File: config.mk
export PLATFORM = sky130hd
export DESIGN_NAME = bf16_to_sint
export DESIGN_NICKNAME = d
export VERILOG_FILES = /design/src/rtl/bf16_to_sint.sv
export SDC_FILE = /design/constraint.sdc
export NUM_CORES = 1
export LEC_CHECK = 0
export ABC_AREA = 0
export BUFFER_PORTS_ARGS = -buffer_cell sky130_fd_sc_hd__buf_2
export CAP_MARGIN = 5
export CORE_AREA = 3 3 152 117
export DETAILED_ROUTE_END_ITERATION = 8
export DIE_AREA = 0 0 155 120
export SYNTH_ARGS = -nofsm -noshare
export SYNTH_HDL_FRONTEND = slang
export SYNTH_SLANG_ARGS = --single-unit
File: constraint.sdc
create_clock -name clk -period 4.3 [get_ports clk]
set_clock_uncertainty 0.2 [all_clocks]
set_input_delay 0.645 -clock clk [delete_from_list [all_inputs] [get_ports clk]]
set_output_delay 0.645 -clock clk [all_outputs]
set_load 0.02 [all_outputs]
File: src/rtl/bf16_to_sint.sv
// bf16_to_sint: two-stage BF16 to signed fixed-point converter with
// round-toward-zero, saturation and ovf/nan/inexact status flags.
module bf16_to_sint #(
   parameter int OUT_W  = 23,
   parameter int FRAC_W = 0
) (
   input  logic             clk,
   input  logic             rst_n,
   input  logic             in_valid,
   output logic             in_ready,
   input  logic [15:0]      bf16_in,
   output logic             out_valid,
   input  logic             out_ready,
   output logic [OUT_W-1:0] out_data,
   output logic             out_ovf,
   output logic             out_nan,
   output logic             out_inexact
);

   typedef enum logic [1:0] {
      CLS_ZERO,
      CLS_NORM,
      CLS_INF,
      CLS_NAN
   } cls_e;

   localparam logic [OUT_W-1:0] MAX_V = {1'b0, {(OUT_W-1){1'b1}}};
   localparam logic [OUT_W-1:0] MIN_V = {1'b1, {(OUT_W-1){1'b0}}};
   localparam logic signed [9:0] K_OFS = 10'(FRAC_W - 127);
   localparam logic signed [9:0] K_SAT = 10'(OUT_W - 1);

   logic                    s1_valid_q, s1_valid_d;
   logic                    s1_sign_q, s1_sign_d;
   cls_e                    s1_cls_q, s1_cls_d;
   logic signed [9:0]       s1_k_q, s1_k_d;
   logic [6:0]              s1_m_q, s1_m_d;

   logic                    out_valid_q, out_valid_d;
   logic [OUT_W-1:0]        out_data_q, out_data_d;
   logic                    out_ovf_q, out_ovf_d;
   logic                    out_nan_q, out_nan_d;
   logic                    out_inexact_q, out_inexact_d;

   logic                    s2_load;
   logic                    s1_load;

   logic [7:0]              in_exp;
   logic [6:0]              in_man;

   logic [7:0]              sig;
   logic [4:0]              shl;
   logic [2:0]              shr;
   logic [31:0]             mag;
   logic                    lost;

   logic                    pos_sat;
   logic                    neg_sat;
   logic                    neg_min;
   logic [OUT_W-1:0]        res_data;
   logic                    res_ovf;
   logic                    res_nan;
   logic                    res_inexact;

   // handshake: each stage refills whenever its content moves on
   always_comb begin
      s2_load  = !out_valid_q || out_ready;
      s1_load  = !s1_valid_q || s2_load;
      in_ready = rst_n && s1_load;
   end

   always_comb begin
      in_exp     = bf16_in[14:7];
      in_man     = bf16_in[6:0];
      s1_valid_d = s1_valid_q;
      s1_sign_d  = s1_sign_q;
      s1_cls_d   = s1_cls_q;
      s1_k_d     = s1_k_q;
      s1_m_d     = s1_m_q;
      if (s1_load) begin
         s1_valid_d = in_valid;
         if (in_valid) begin
            s1_sign_d = bf16_in[15];
            s1_m_d    = in_man;
            s1_k_d    = $signed({2'b00, in_exp}) + K_OFS;
            unique case (1'b1)
               in_exp == 8'd0: begin
                  s1_cls_d = CLS_ZERO;
               end
               in_exp == 8'hFF && in_man == 7'd0: begin
                  s1_cls_d = CLS_INF;
               end
               in_exp == 8'hFF && in_man != 7'd0: begin
                  s1_cls_d = CLS_NAN;
               end
               default: begin
                  s1_cls_d = CLS_NORM;
               end
            endcase
         end
      end
   end

   // magnitude of the normal significand, before saturation
   always_comb begin
      sig  = {1'b1, s1_m_q};
      shl  = 5'(s1_k_q - 10'sd7);
      shr  = 3'(10'sd7 - s1_k_q);
      mag  = 32'd0;
      lost = 1'b0;
      unique case (1'b1)
         s1_k_q < 0: begin
            lost = 1'b1;
         end
         s1_k_q >= 0 && s1_k_q < 10'sd7: begin
            mag  = {24'd0, sig >> shr};
            lost = |(sig & ~(8'hFF << shr));
         end
         default: begin
            mag = {24'd0, sig} << shl;
         end
      endcase
   end

   always_comb begin
      pos_sat     = !s1_sign_q && (s1_k_q >= K_SAT);
      neg_sat     = s1_sign_q && ((s1_k_q > K_SAT) ||
                    (s1_k_q == K_SAT && s1_m_q != 7'd0));
      neg_min     = s1_sign_q && s1_k_q == K_SAT && s1_m_q == 7'd0;
      res_data    = '0;
      res_ovf     = 1'b0;
      res_nan     = 1'b0;
      res_inexact = 1'b0;
      unique case (s1_cls_q)
         CLS_ZERO: begin
            res_data = '0;
         end
         CLS_NAN: begin
            res_nan = 1'b1;
         end
         CLS_INF: begin
            res_data = s1_sign_q ? MIN_V : MAX_V;
            res_ovf  = 1'b1;
         end
         default: begin
            unique case (1'b1)
               pos_sat: begin
                  res_data = MAX_V;
                  res_ovf  = 1'b1;
               end
               neg_sat: begin
                  res_data = MIN_V;
                  res_ovf  = 1'b1;
               end
               neg_min: begin
                  res_data = MIN_V;
               end
               default: begin
                  res_data    = s1_sign_q ? -mag[OUT_W-1:0]
                                          : mag[OUT_W-1:0];
                  res_inexact = lost;
               end
            endcase
         end
      endcase
   end

   // output registers hold while stalled so data stays stable
   always_comb begin
      out_valid_d   = out_valid_q;
      out_data_d    = out_data_q;
      out_ovf_d     = out_ovf_q;
      out_nan_d     = out_nan_q;
      out_inexact_d = out_inexact_q;
      if (s2_load) begin
         out_valid_d = s1_valid_q;
         if (s1_valid_q) begin
            out_data_d    = res_data;
            out_ovf_d     = res_ovf;
            out_nan_d     = res_nan;
            out_inexact_d = res_inexact;
         end
      end
   end

   always_ff @(posedge clk or negedge rst_n) begin
      if (!rst_n) begin
         s1_valid_q    <= 1'b0;
         s1_sign_q     <= 1'b0;
         s1_cls_q      <= CLS_ZERO;
         s1_k_q        <= '0;
         s1_m_q        <= '0;
         out_valid_q   <= 1'b0;
         out_data_q    <= '0;
         out_ovf_q     <= 1'b0;
         out_nan_q     <= 1'b0;
         out_inexact_q <= 1'b0;
      end else begin
         s1_valid_q    <= s1_valid_d;
         s1_sign_q     <= s1_sign_d;
         s1_cls_q      <= s1_cls_d;
         s1_k_q        <= s1_k_d;
         s1_m_q        <= s1_m_d;
         out_valid_q   <= out_valid_d;
         out_data_q    <= out_data_d;
         out_ovf_q     <= out_ovf_d;
         out_nan_q     <= out_nan_d;
         out_inexact_q <= out_inexact_d;
      end
   end

   always_comb begin
      out_valid   = out_valid_q;
      out_data    = out_data_q;
      out_ovf     = out_ovf_q;
      out_nan     = out_nan_q;
      out_inexact = out_inexact_q;
   end

endmodule
* After elaboration in Yosys (flattened, before gate mapping)
Index checks and enable logic that the tools add are counted. Widths: inputs -> output; s select.
Word-level totals: register bits 48, input bits 20, output and inout port bits 28, word-level logic and storage cells 69
Cells by class: add/subtract/negate cells 4, magnitude comparators 5, equality and inequality tests 4, shifts and indexed selects 3, mux-type cells 12, bitwise operators 2, reductions and logical operators 29
Operators with widths (count):
- $pmux 23 s2 | 3
- $mux 23 | 2
- $neg 23->23 | 1
- $shl 8x5->23 | 1
- $logic_not 7->1 | 2
- $reduce_bool 7->1 | 2
- $add 9x8->10 const B | 1
- $eq 10x6->1 const B | 1
- $ge 10x1->1 const B | 1
- $ge 10x6->1 const B | 1
- $gt 10x6->1 const B | 1
- $lt 10x1->1 const B | 1
- $lt 10x4->1 const B | 1
- $logic_and 1x1->1 | 9
- $and 8x8->8 | 1
- $eq 8x8->1 const B | 1
- $logic_not 8->1 | 1
- $not 8->8 | 1
- $reduce_or 8->1 | 1
- $shl 8x3->8 const A | 1
- $shr 8x3->8 | 1
- $pmux 2 s3 | 1
- $reduce_or 2->1 | 3
- $reduce_or 3->1 | 2
- 9 further kinds | 19

* Depth between registers and ports, before layout
Gate-level depths: netlist of run 1.
word-level depth 8, gate-level depth with buffers 15, depth with buffers taken out 13

* Worst setup path before layout of run 1
OpenSTA, ideal clock, no wires.
path type reg2reg, from register s1_k_q[1], to register out_data_q[17] (netlist: out_data[17]), library setup time 0.131 ns, arrival 3.800 ns, slack 0.169 ns, cell stages (with the launch flop) 14, period minus slack after synthesis 4.131 ns, cell sequence dfrtp_1 buf_2 buf_1 inv_1 ha_1 mux2_2 mux4_2 nor2_1 a31oi_1 or3b_4 nor3b_4 nand3_1 and4_1 or3_1
Between the ends: longest elaborated chain between the ends 7, elaborated cells on any way between the ends 23, those cells by class 3 x add/sub; 5 x order compare; 1 x eq/ne; 2 x shift; 4 x mux; 8 x reduce/logical
Ends and longest elaborated chain:
- start, declared | line 35 | logic signed [9:0] s1_k_q, s1_k_d;
- start signal, assigned | line 201 | s1_k_q <= s1_k_d;
- $sub 5x4->5, or another cell as far along | line 106 | shl = 5'(s1_k_q - 10'sd7);
- $shl 8x5->23, or another cell as far along | line 119 | mag = {24'd0, sig} << shl;
- $pmux 23 s2 / $logic_or 1x1->1 (equally long branches) | line 110, 126
- $neg 23->23 / $logic_and 1x1->1 (equally long branches) | line 158, 126
- $mux 23 / $reduce_or 2->1 (equally long branches)
- $pmux 23 s2 (*) | line 145 | unique case (1'b1)
- $pmux 23 s2 (*) | line 133 | unique case (s1_cls_q)
- end signal, assigned | line 204 | out_data_q <= out_data_d;
- end, declared | line 39 | logic [OUT_W-1:0] out_data_q, out_data_d;
Every way passes the cells marked *; elsewhere a longest branch is shown, timed or not. A chain may end at the register's enable or synchronous reset.

* Final worst setup path of run 1
Ends and elaborated chain as after synthesis.

==> results.cfg, run 1 <==
[synth]
synth_area_mm2 = 0.00405
synth-warning-count = 0
syn_nets = 517
synth.area.mux_share_pct = 11.3
synth_compound_gate_area_share_pct = 25.5
ys_types = 63
dominant_combinational_cell_family_by_area_after_synthesis = compound AO/OA/AOI/OAI gates
yosysSeqAreaShare_pct = 29.6
synth-async-reset-ratio_pct = 100
synth-xor-area-share_pct = 2.59
avgSynthCellArea_um2 = 8.29
number_of_flops_mapped_to_enable_cells_by_yosys = 0
post_synthesis_sequential_element_count = 48
synth-simple-area-share_pct = 23.8
instance_count_of_the_mapped_netlist = 489
synthFlopType = sky130_fd_sc_hd__dfrtp_1
synthAdderAreaFrac_pct = 2.47

[worst_hold_path]
worstHoldPathType = reg -> reg
hold_depth = 2
worstHoldEndpoint = out_inexact$_DFFE_PN0P_
worst_hold_startpoint = out_inexact$_DFFE_PN0P_

[timing]
finalHoldWorstSlack_ns = 0.279
timing.fmax_mhz = 247
setup_viol = 0
fin_crit_sh_pct = 94.1
finalMaxSlewViolations = 0
tns_ns = 0
rsz_0062_raised_after_global_routing = no
max_slew.worst_pin.slew_ns = 0.986
finalWorstPathRequiredPeriod_ns = 4.05
timing.max_slew.rel_slack_pct = 34.1
finalHoldViolations = 0

[finish]
area_delta_synth_final_pct = 18.8
final_nets = 563
mostFrequentLayoutCells = sky130_fd_sc_hd__nand2_1 (52), sky130_fd_sc_hd__dfrtp_1 (48), sky130_fd_sc_hd__buf_2 (47)
layout.cells.most_common = sky130_fd_sc_hd__nand2_1
antenna_cells_inserted = 0
proportion_of_layout_cells_with_a_drive_suffix_above_1_pct = 21.3

[setup_path]
required_ns = 4.28
timing.setup.critical_path_class = reg -> reg
crit_path_max_fanout = 18
worst-r2r-cell-count = 12
worst_setup_path_end_kind = flip-flop
timing.critical_path.from_type = flip-flop
critical_path.reg2reg.endpoint = out_data[17]$_DFFE_PN0P_
r2r_start = s1_k_q[1]$_DFFE_PN0P_
cp.arrival_ns = 4.02
r2r_slack_ns = 0.25

[global_route]
grt-ovfl-total = 0
vias_in_the_first_global_route = 3715
grt_antenna_before_repair = 0
grt_first_pass_wirelength_mm = 20.3
grt_max_degree = 49
track_usage_pct = 13.6

[die]
core_area_mm2 = 0.0166
start_util_pct = 24.5
fp-row-count = 41
floorplan.die.height_um = 120
die_area_mm2 = 0.0186
die_w_um = 155
design.portCount = 48

[clocking]
clk_latency_ns = 0.30
clock-root-buffer = sky130_fd_sc_hd__clkbuf_16
number_of_buffers_created_by_cts = 5
cts.clk_slew.worst_paths_ns = 0.07
clock_tree_from_tritoncts = yes
cts-htree-levels = 2
max-clock-path-buffers = 2
cts_sinks = 48

[drt]
drc = 0
route.antenna.remaining_nets = 0
drt-wirelength-per-cell_um = 16.7
wirelength_mm = 12.6
vias = 3968
routed_via_density = 5.28
drtPass1Iterations = 5
drt_iter0_drc = 284

[placement]
place_hpwl_mm = 9.69
routabilityCongestion = 0.921
buffer_ports.inserted = 47

[pwr]
power.ir.vdd_worst_uv = 206
cellPowerDensity_mw_per_mm2 = 529
total_leakage_power_nw = 2.03

[flow_run]
timing.max_cap.violations = 0

[status]
run_status = complete, no violations
sequential cells by signal, summed over array words and instances, names as in the netlist:
name	count
out_data	23
out_inexact	1
out_nan	1
out_ovf	1
out_valid	1
s1_cls_q	2
s1_k_q	10
s1_m_q	7
s1_sign_q	1
s1_valid_q	1
worst max-delay path, stage by stage (launching register included):
cell and delay, ns:
sky130_fd_sc_hd__dfrtp_1 0.35, sky130_fd_sc_hd__buf_4 0.24, sky130_fd_sc_hd__ha_1 0.27, sky130_fd_sc_hd__inv_1 0.08, sky130_fd_sc_hd__ha_1 0.46, sky130_fd_sc_hd__mux4_2 0.58, sky130_fd_sc_hd__nor2_1 0.13, sky130_fd_sc_hd__a31oi_1 0.16
sky130_fd_sc_hd__or3b_4 0.46, sky130_fd_sc_hd__nor3b_4 0.25, sky130_fd_sc_hd__nand3_1 0.14, sky130_fd_sc_hd__and4_1 0.24, sky130_fd_sc_hd__or3_1 0.37
worst max path at each step:
stage | start | endpoint | slack, ns
finish | s1_k_q[1]$_DFFE_PN0P_ | out_data[17]$_DFFE_PN0P_ | 0.25
detailed placement | s1_k_q[1]$_DFFE_PN0P_ | out_data[20]$_DFFE_PN0P_ | 0.21
floorplan | s1_k_q[1]$_DFFE_PN0P_ | out_data[17]$_DFFE_PN0P_ | 0.17
global route | s1_k_q[1]$_DFFE_PN0P_ | out_data[20]$_DFFE_PN0P_ | 0.04
CTS | s1_k_q[1]$_DFFE_PN0P_ | out_data[20]$_DFFE_PN0P_ | 0.16
global placement | s1_k_q[0]$_DFFE_PN0P_ | out_data[17]$_DFFE_PN0P_ | 0.28
cells in the mapped netlist (6+ instances only):
library cell,instances,share of area [%]
sky130_fd_sc_hd__nand2_1,52,4.8
sky130_fd_sc_hd__nand3b_1,6,1.1
sky130_fd_sc_hd__clkbuf_1,25,2.3
sky130_fd_sc_hd__o21ai_0,31,3.8
sky130_fd_sc_hd__o221ai_1,6,1.3
sky130_fd_sc_hd__mux2_2,13,3.6
sky130_fd_sc_hd__xor2_1,6,1.3
sky130_fd_sc_hd__xnor2_1,6,1.3
sky130_fd_sc_hd__dfrtp_1,48,30
sky130_fd_sc_hd__nand4_1,6,0.93
sky130_fd_sc_hd__nand3_1,21,2.6
sky130_fd_sc_hd__nor3_1,9,1.1
sky130_fd_sc_hd__and2_1,6,0.93
sky130_fd_sc_hd__a21oi_1,43,5.3
sky130_fd_sc_hd__nor2_1,27,2.5
sky130_fd_sc_hd__nor2b_1,11,1.7
sky130_fd_sc_hd__inv_1,9,0.83
sky130_fd_sc_hd__nand2b_1,13,2.0
sky130_fd_sc_hd__and3_1,7,1.1
sky130_fd_sc_hd__a22oi_1,7,1.3
sky130_fd_sc_hd__mux2i_1,14,3.5
sky130_fd_sc_hd__a31oi_1,6,0.93
sky130_fd_sc_hd__ha_1,8,2.5
sky130_fd_sc_hd__buf_2,8,0.99
area by class of cell:
| class | instances | area (um2) |
|---|---|---|
| inverters | 9 | 33.8 |
| well taps | 215 | 269 |
| fillers | 1752 | 11800 |
| clock inverters | 3 | 47.5 |
| repair buffers | 76 | 453 |
| multi-input cells | 395 | 2690 |
| flip-flops and latches | 48 | 1200 |
| clock buffers | 5 | 125 |
routing by layer:
layer / vias to the layer above / share of wire, % / GRT usage, % / wire (um)
li1: 1925 / - / - / -
met1: 1880 / 53 / 22.3 / 6660
met2: 156 / 39 / 18.0 / 4940
met3: 7 / 7.0 / 2.63 / 881
met4: 0 / 0.71 / 2.81 / 89
met5: - / 0 / 0 / 0
metrics by stage:
stage	total power, mW	instance area, um2	utilization, %	worst slack (ns)	std cells
after floorplan	1.63	4050	-	0.169	489
after global placement	2.06	4610	27.8	0.276	742
after detailed placement	2.06	4610	27.8	0.214	742
after CTS	2.53	4780	28.9	0.156	750
after global routing	2.73	4820	29.1	0.0385	751
final	2.55	4820	29.1	0.252	751
power by group:
part	switching [mW]	internal, mW	total (mW)
registers	0.101	0.556	0.657
logic	0.834	0.593	1.43
clock network	0.187	0.277	0.463
repair_timing:
action / 4_1_cts / 5_1_grt
resized for setup: 0 / 4
hold buffers: 0 / 0
hold endpoints to repair: 0 / 0
buffers inserted: 0 / 1
endpoints found under the setup margin: 0 / 7
kinds of logic (layout without fill, tap and decap cells):
group                      Yosys count  after routing
buffers and inverters               46             93
adders and majority gates            8              8
DFF                                 48             48
muxes                               37             37
and+or+nand+nor                    180            180
xor gates and xnor gates            12             12
AOI/OAI and AO/OA                  158            158
Power figures use the tool's default switching activity.
==> run 2, diff against run 1 <==
--- a/config.mk
+++ b/config.mk
@@ -11,6 +11,7 @@
 export CORE_AREA = 3 3 152 117
 export DETAILED_ROUTE_END_ITERATION = 8
 export DIE_AREA = 0 0 155 120
+export PLACE_DENSITY = 0.42
 export SYNTH_ARGS = -nofsm -noshare
 export SYNTH_HDL_FRONTEND = slang
 export SYNTH_SLANG_ARGS = --single-unit
==> run 2 against run 1 <==
  * Setup slack gained 0.092 ns
  * Worst hold slack better by 0.0039 ns
  * Largest cell class unchanged
  * Utilization decreased by 0.091 points
  * Via count decreased by 0.25%
  * Clock-buffer cell count increased by 1
  * Clock power shrank 6.3%
  * Combinational power is essentially flat
==> results.cfg, run 2 (synthesized netlist as in run 1, its figures left out) <==
[status]
run_status = complete, no violations

[setup_path]
timing.setup.critical_path_class = reg -> reg
critical_path.reg2reg.endpoint = out_data[17]$_DFFE_PN0P_
worst-r2r-cell-count = 11
critical_path.max_stage_delay_ns = 0.55
required_ns = 4.29
r2r_slack_ns = 0.34
worst_path_depth = 11
crit_path_max_fanout = 11
timing.critical_path.from_type = flip-flop
cpLargestDelayFamily = simple AND/OR/NAND/NOR gates
crit_path_top_delay_cell = sky130_fd_sc_hd__ha_1
r2r_start = s1_k_q[1]$_DFFE_PN0P_
cp.arrival_ns = 3.95
worst_setup_path_end_kind = flip-flop
cp_cell_sequence = inv_1 > ha_1 > mux2_2 > mux4_2 > nor2_1 > a31oi_1 > or3b_4 > nor3b_4 > nand3_1 > and4_1 > or3_1
crit_buf_inv = 1

[global_route]
grt_first_pass_wirelength_mm = 22.4
vias_in_the_first_global_route = 3994
busiest_layer = met1
globalRouteMet1Util_pct = 23.4
grt_use_met3_pct = 2.45
grt_max_degree = 49
grt.met2_usage_pct = 21.6
grt_antenna_before_repair = 0
grt-ovfl-total = 0
track_usage_pct = 15.1

[drt]
wirelength_mm = 13.5
drc = 0
route.antenna.remaining_nets = 0
routed_via_density = 5.24
drt-wirelength-per-cell_um = 17.9
vias = 3958
drtPass1Iterations = 7
drt_iter0_drc = 273

[clocking]
cts.hold.buffers_added = 0
cts-htree-levels = 2
clk_latency_ns = 0.31
number_of_buffers_created_by_cts = 5
cts_repair_resize_count = 0
max-clock-path-buffers = 2
clock_tree_from_tritoncts = yes
cts_sinks = 48
clock-root-buffer = sky130_fd_sc_hd__clkbuf_16
cts.clk_slew.worst_paths_ns = 0.08
postCtsSetupBuffers = 0

[finish]
antenna_cells_inserted = 0
mostFrequentLayoutCells = sky130_fd_sc_hd__nand2_1 (52), sky130_fd_sc_hd__dfrtp_1 (48), sky130_fd_sc_hd__buf_2 (47)
layout.cells.most_common = sky130_fd_sc_hd__nand2_1
area_delta_synth_final_pct = 18.5
final_nets = 567
largest_register_ffs = 23
proportion_of_layout_cells_with_a_drive_suffix_above_1_pct = 21.3
utilization_pct = 29.0
final.fill_count = 1816

[worst_hold_path]
worst_hold_startpoint = out_ovf$_DFFE_PN0P_
worstHoldPathType = reg -> reg
hold_depth = 2
worstHoldEndpoint = out_ovf$_DFFE_PN0P_

[timing]
max_slew.worst_pin.slew_ns = 1.02
fin_ws_ns = 0.344
finalHoldViolations = 0
tns_ns = 0
finalHoldWorstSlack_ns = 0.283
rsz_0062_raised_after_global_routing = no
fin_crit_sh_pct = 92.0
setup_viol = 0
finalWorstPathRequiredPeriod_ns = 3.96
timing.max_slew.rel_slack_pct = 31.7
timing.fmax_mhz = 253
finalMaxSlewViolations = 0

[pwr]
cellPowerDensity_mw_per_mm2 = 527
power.ir.vdd_worst_uv = 166
total_leakage_power_nw = 2.03

[die]
core_area_mm2 = 0.0166
die_w_um = 155
design.portCount = 48
start_util_pct = 24.5
fp-row-count = 41
die_area_mm2 = 0.0186
floorplan.die.height_um = 120

[placement]
routabilityCongestion = 0.870
pre_cts_slack_ns = 0.379
place_hpwl_mm = 10.4
buffer_ports.inserted = 47

[flow_run]
timing.max_cap.violations = 0
## run 2: changes by cell type in the layout (fill, tap and decap cells not counted), sizes merged
cell	change
clkinv	-1
clkbuf	+1
inv	+1
bufinv	-1
buf	+4
## run 2: final cells by class
class | instances | area, um2 | area share [%]
multi-input combinational | 395 | 2660 | 55.4
sequential | 48 | 1200 | 25.0
timing repair buffer | 80 | 483 | 10.1
tap | 215 | 269 | 5.60
clock buffer | 6 | 139 | 2.89
inverter | 9 | 33.8 | 0.703
clock inverter | 2 | 13.8 | 0.287
## run 2: metal layers
layer | share of wire [%] | up-vias
li1 | - | 1929
met1 | 53 | 1914
met2 | 41 | 103
met3 | 5.1 | 12
met4 | 1.1 | 0
met5 | 0 | -
## run 2: how the worst max path moves through the flow
stage / startpoint / endpoint / slack, ns
after floorplan: s1_k_q[1]$_DFFE_PN0P_ / out_data[17]$_DFFE_PN0P_ / 0.17
after global placement: s1_k_q[1]$_DFFE_PN0P_ / out_data[17]$_DFFE_PN0P_ / 0.43
after detailed placement: s1_k_q[1]$_DFFE_PN0P_ / out_data[17]$_DFFE_PN0P_ / 0.38
after CTS: s1_k_q[1]$_DFFE_PN0P_ / out_data[17]$_DFFE_PN0P_ / 0.36
after global routing: s1_k_q[1]$_DFFE_PN0P_ / out_data[17]$_DFFE_PN0P_ / 0.03
final: s1_k_q[1]$_DFFE_PN0P_ / out_data[17]$_DFFE_PN0P_ / 0.34
## run 2: worst reg2reg max path, cell delays in order, from the launching register on
cell                      delay, ns
sky130_fd_sc_hd__dfrtp_1       0.39
sky130_fd_sc_hd__inv_1         0.09
sky130_fd_sc_hd__ha_1          0.55
sky130_fd_sc_hd__mux2_2        0.43
sky130_fd_sc_hd__mux4_2        0.54
sky130_fd_sc_hd__nor2_1        0.12
sky130_fd_sc_hd__a31oi_1       0.13
sky130_fd_sc_hd__or3b_4        0.45
sky130_fd_sc_hd__nor3b_4       0.23
sky130_fd_sc_hd__nand3_1       0.12
sky130_fd_sc_hd__and4_1        0.23
sky130_fd_sc_hd__or3_1         0.36
## run 2: stage by stage
step	total power [mW]	instance area, um2	std cells
after floorplan	1.63	4050	489
after global placement	2.10	4650	747
after detailed placement	2.09	4650	747
after CTS	2.54	4800	755
after global routing	2.73	4800	755
final	2.53	4800	755
## run 2: power breakdown
| part | internal, mW | switching (mW) | total, mW |
|---|---|---|---|
| combinational | 0.599 | 0.842 | 1.44 |
| clock | 0.234 | 0.200 | 0.434 |
| sequential | 0.556 | 0.0990 | 0.655 |
